File: src/rtl/regfile_bypass_sb.sv
// Decode-stage register file: NREGS registers plus a PC alias, two write ports
// with same-cycle bypass into three read ports, and a pending-write scoreboard.
module regfile_bypass_sb #(
    parameter int unsigned DATA_W = 32,
    parameter int unsigned ADDR_W = 4,
    parameter int unsigned NREGS  = 2**ADDR_W - 1
) (
    input  logic              clk,
    input  logic              reset,
    input  logic              we1,
    input  logic [ADDR_W-1:0] wa1,
    input  logic [DATA_W-1:0] wd1,
    input  logic              we2,
    input  logic [ADDR_W-1:0] wa2,
    input  logic [DATA_W-1:0] wd2,
    input  logic [DATA_W-1:0] pc_in,
    input  logic [ADDR_W-1:0] a1,
    input  logic [ADDR_W-1:0] a2,
    input  logic [ADDR_W-1:0] a3,
    output logic [DATA_W-1:0] rd1,
    output logic [DATA_W-1:0] rd2,
    output logic [DATA_W-1:0] rd3,
    input  logic              iss_en,
    input  logic [ADDR_W-1:0] iss_wa,
    output logic              busy1,
    output logic              busy2,
    output logic              busy3,
    output logic              stall
);

    localparam logic [ADDR_W-1:0] PC_ADDR = {ADDR_W{1'b1}};

    logic [DATA_W-1:0] rf_q [NREGS];
    logic [DATA_W-1:0] rf_d [NREGS];
    logic [NREGS-1:0]  pending_q;
    logic [NREGS-1:0]  pending_d;

    // PC_ADDR is never below NREGS, so this also excludes the PC alias.
    function automatic logic in_range(input logic [ADDR_W-1:0] a);
        return (32'(a) < NREGS);
    endfunction

    logic w1_ok, w2_ok, iss_ok;

    always_comb begin
        w1_ok  = we1 && in_range(wa1);
        w2_ok  = we2 && in_range(wa2);
        iss_ok = iss_en && in_range(iss_wa);
    end

    // Port 2 is applied first so port 1 overrides it on an address collision.
    always_comb begin
        for (int i = 0; i < int'(NREGS); i++) begin
            rf_d[i] = rf_q[i];
        end
        if (w2_ok) rf_d[wa2] = wd2;
        if (w1_ok) rf_d[wa1] = wd1;
    end

    // Retiring writes clear their bit; a new issue to the same register wins.
    always_comb begin
        pending_d = pending_q;
        if (w2_ok)  pending_d[wa2]    = 1'b0;
        if (w1_ok)  pending_d[wa1]    = 1'b0;
        if (iss_ok) pending_d[iss_wa] = 1'b1;
    end

    always_ff @(posedge clk) begin
        if (reset) begin
            for (int i = 0; i < int'(NREGS); i++) begin
                rf_q[i] <= '0;
            end
            pending_q <= '0;
        end else begin
            for (int i = 0; i < int'(NREGS); i++) begin
                rf_q[i] <= rf_d[i];
            end
            pending_q <= pending_d;
        end
    end

    logic [ADDR_W-1:0] raddr [3];
    logic [DATA_W-1:0] rdata [3];
    logic              rbusy [3];

    always_comb begin
        raddr[0] = a1;
        raddr[1] = a2;
        raddr[2] = a3;
    end

    // A write landing this cycle feeds the reader directly, so it never stalls.
    for (genvar p = 0; p < 3; p++) begin : g_read
        logic hit1, hit2, valid;

        always_comb begin
            valid    = in_range(raddr[p]);
            hit1     = w1_ok && (wa1 == raddr[p]);
            hit2     = w2_ok && (wa2 == raddr[p]);
            rdata[p] = '0;
            rbusy[p] = 1'b0;
            if (raddr[p] == PC_ADDR) begin
                rdata[p] = pc_in;
            end else if (valid) begin
                if (hit1)      rdata[p] = wd1;
                else if (hit2) rdata[p] = wd2;
                else           rdata[p] = rf_q[raddr[p]];
                rbusy[p] = pending_q[raddr[p]] && !hit1 && !hit2;
            end
        end
    end

    always_comb begin
        rd1   = rdata[0];
        rd2   = rdata[1];
        rd3   = rdata[2];
        busy1 = rbusy[0];
        busy2 = rbusy[1];
        busy3 = rbusy[2];
        stall = rbusy[0] | rbusy[1] | rbusy[2];
    end

endmodule

File: config.mk
export PLATFORM = sky130hd
export DESIGN_NAME = regfile_bypass_sb
export DESIGN_NICKNAME = d
export VERILOG_FILES = /design/src/rtl/regfile_bypass_sb.sv
export SDC_FILE = /design/constraint.sdc
export NUM_CORES = 2
export LEC_CHECK = 0
export CORE_AREA = 2 2 496 252
export CTS_BUF_LIST = sky130_fd_sc_hd__clkbuf_8
export CTS_CLUSTER_SIZE = 40
export DETAILED_ROUTE_END_ITERATION = 16
export DIE_AREA = 0 0 498 254
export GPL_TIMING_DRIVEN = 0
export HOLD_SLACK_MARGIN = 0.06
export SLEW_MARGIN = 10
export SYNTH_ARGS = -nofsm -noshare
export SYNTH_HDL_FRONTEND = slang
export SYNTH_SLANG_ARGS = --single-unit
File: constraint.sdc
create_clock -name clk -period 6.15 [get_ports clk]
set_input_delay 1.5375 -clock clk [delete_from_list [all_inputs] [get_ports clk]]
set_output_delay 1.5375 -clock clk [all_outputs]
set_load 0.005 [all_outputs]
==> results.toml <==
[timing]
setup_viol = 45
tightest_slew_ns = 1.55
rsz0062_at_grt = "no"
setup_ws_ns = -0.227
maxSlewHeadroom_pct = -3.33
fmax_mhz = 157
fin_tns_setup_ns = -3.38
hold_viol_final = 0
fin_skew_ns = 0
finalCritPeriodShare_pct = 104
slew_viol_final = 32
timing.final.crit_period_ns = 6.38

[power]
switching_share_pct = 38.3
power_density_nw_per_um2 = 218
p_int_uw = 5750
switchingPower_uw = 3580
peakVddDrop_uv = 176
p_seq_share_pct = 37.1
p_leak_uw = 0.0142
pwr-share-clk_pct = 38.0
pwr-share-comb_pct = 24.8

[run_status]
status = "finished with violations"
violations = "max-capacitance violations, max-slew violations, negative setup slack"

[cells_and_area]
final_common_cell = "nor2_1"
syn2layout_area_growth_pct = 17.9
drive_gt1_share_pct = 18.4
mostFrequentLayoutCells = "nor2_1 (642), dfxtp_1 (495), a211oi_1 (436)"
nets = 4388

[detailed_routing]
wl_per_cell_um = 48.5
drt_wl_total_um = 291000
dr.pass1.iters = 8
drt-initial-drc-count = 8491
via_per_inst = 6.97
vias = 41900
ant_nets = 0
drc_errors = 0

[logic_synthesis]
synth_top_area_share_pct = 27.3
yosysTopAreaCell = "dfxtp_1"
synthesis.nets = 4141
seq_area_frac_synth_pct = 27.3
synthArstFlopShare_pct = 0
synth_area_leaders = "dfxtp_1 (27%), mux4_2 (22%), a211oi_1 (9.2%), mux2i_1 (8.5%), nor2_1 (6.7%)"
syn_area_sq_um = 36300
netlist_instances = 4016
synth_seq_cells = 495
yosysUniqueCellTypes = 57
synth_enable_flop_cells = 0
synth_ff_type = "dfxtp_1"
ys_warn_count = 0
syn_avg_cell_area_sq_um = 9.04

[floorplanning]
coreArea_sq_um = 122000
die_h_um = 254
die_w_um = 498
start_util_pct = 29.7
io_pins = 225
row_count = 91
dieArea_sq_um = 126000

[clocking]
clk_pin_slew_ns = 0.07
clockRootBuffer = "clkbuf_8"
cts_sinks = 495
htreeDepth = 3
clk_latency_ns = 0.82
cts_tree = "done"
cts_max_path_buffers = 3
cts_buffers = 82

[critical_path]
crit_path_cell_trace = "clkdlybuf4s15_1 -> clkinv_2 -> nor3_1 -> a211oi_1 -> o31ai_2 -> clkdlybuf4s50_1"
path_class = "input pin to output pin"
cp_slowest_cell = "clkdlybuf4s15_1"
cp.arrival_ns = 4.84
rr_startpoint = "rf_q[12][15]"
required_ns = 4.61
regToRegEndpoint = "rf_q[12][15]"
r2r_setup_slack_ns = 4.17
endpoint_kind = "output pin"
cp_max_fo = 10
max_stage_delay_ns = 0.95
critPathLaunchType = "input pin"
rr_worst_depth = 2
crit_end = "rd2[27]"
critPathLaunch = "wd2[27]"

[min_path]
hp-start = "rf_q[0][22]"
min_path_type = "flip-flop to flip-flop"

[global_route]
grt_pass1_wl_um = 368000
grt_max_degree = 14
track_usage_pct = 44.4
grt_overflow = 0
antenna_found_initial = 47
grt_pass1_vias = 36300

[placement]
io_buffers = 144
post-dp-hpwl_um = 234000
gp_congestion = 1.12
dpl_worst_slack_ns = -2.12

[run]
drv_cap = 6
==> cells by family (layout without fill, tap and decap cells) <==
| kind of cell | after synthesis | count (layout) | synth area share (%) |
|---|---|---|---|
| mux | 661 | 661 | 30.2 |
| simple gates | 1142 | 1142 | 13.0 |
| compound gates | 1111 | 1111 | 21.8 |
| xor+xnor | 24 | 24 | 0.579 |
| flops | 495 | 495 | 27.3 |
| buf+inv | 583 | 893 | 7.16 |
| other cells | 0 | 61 | 0 |
==> final cells by class <==
class                   instances  area (sq um)
diodes                         61           153
plain buffers                 545          2870
clock buffers                 103          1420
clock inverters                44           379
fillers                     12600         79400
inverters                      33           158
multi-input cells            2938         24200
flip-flops and latches        495          9910
well taps                    1627          2040
repair buffers                168          1670
==> worst min path at each step <==
stage	to	slack (ns)	cells past startpoint
after floorplan	rf_q[3][10]	0.48	2
after global placement	rf_q[0][3]	0.51	2
after detailed placement	rf_q[0][16]	0.52	2
after CTS	rf_q[0][12]	0.54	2
after global routing	rf_q[0][16]	0.55	2
final	rf_q[0][22]	0.54	2
==> state kept, by name, indices dropped and copies added, names as in the netlist <==
name,count
pending_q,15
rf_q,480
==> per-stage QoR <==
| stage | util (%) | instances | hold WS, ns | total power (uW) | cell area [sq um] |
|---|---|---|---|---|---|
| floorplan | - | 4016 | 0.475 | 4420 | 36300 |
| CTS | 34.8 | 5947 | 0.536 | 9040 | 42500 |
| global route | 35.0 | 5992 | 0.550 | 9330 | 42800 |
| global placement | 32.6 | 5787 | 0.511 | 5560 | 39800 |
| finish | 35.0 | 6014 | 0.541 | 9330 | 42800 |
| detailed placement | 32.6 | 5792 | 0.519 | 5560 | 39900 |
==> repair_timing <==
item                       CTS  global route
cloned                       0             0
pin swaps                    7             5
hold buffers                 0             0
gates resized for setup    207            53
setup endpoints to repair  100            57
buffers inserted            12             7
==> Yosys cell counts, drive strengths merged (11+ instances only) <==
library cell	instances
mux2i	310
dfxtp	495
inv	14
clkbuf	364
o31ai	13
a22o	60
nand2	255
nor3	132
o21ai	137
o221a	30
o22a	30
a32oi	11
nand3b	11
a21oi	229
nand3	42
a211oi	443
mux4	347
a311oi	64
xnor2	14
nor2b	11
and3	12
clkinv	19
buf	186
nor2	654
a221o	60
==> power by group through the flow <==
stage	Combinational, uW	Sequential, uW	Clock (uW)
final	2320	3460	3550
after global routing	2250	3460	3620
after CTS	2110	3440	3490
after detailed placement	2040	3510	0
after global placement	2050	3510	0
after floorplan	971	3450	0
==> worst max-delay path: cells and delay by family <==
kind | cells | cell delay (ns)
buffers and inverters | 3 | 2.32
AOI/OAI and AO/OA | 2 | 0.63
and+or+nand+nor | 1 | 0.34
==> routing by layer <==
metal	track usage (%)	up-vias	wire length (um)	share of wire (%)
met3	39.2	440	66600	23
li1	-	15800	-	-
met1	59.4	21400	122000	42
met4	8.48	34	6500	2.2
met5	16.7	-	2200	0.75
met2	48.8	4191	94400	32
No activity file was read; power rests on OpenSTA's default activity.
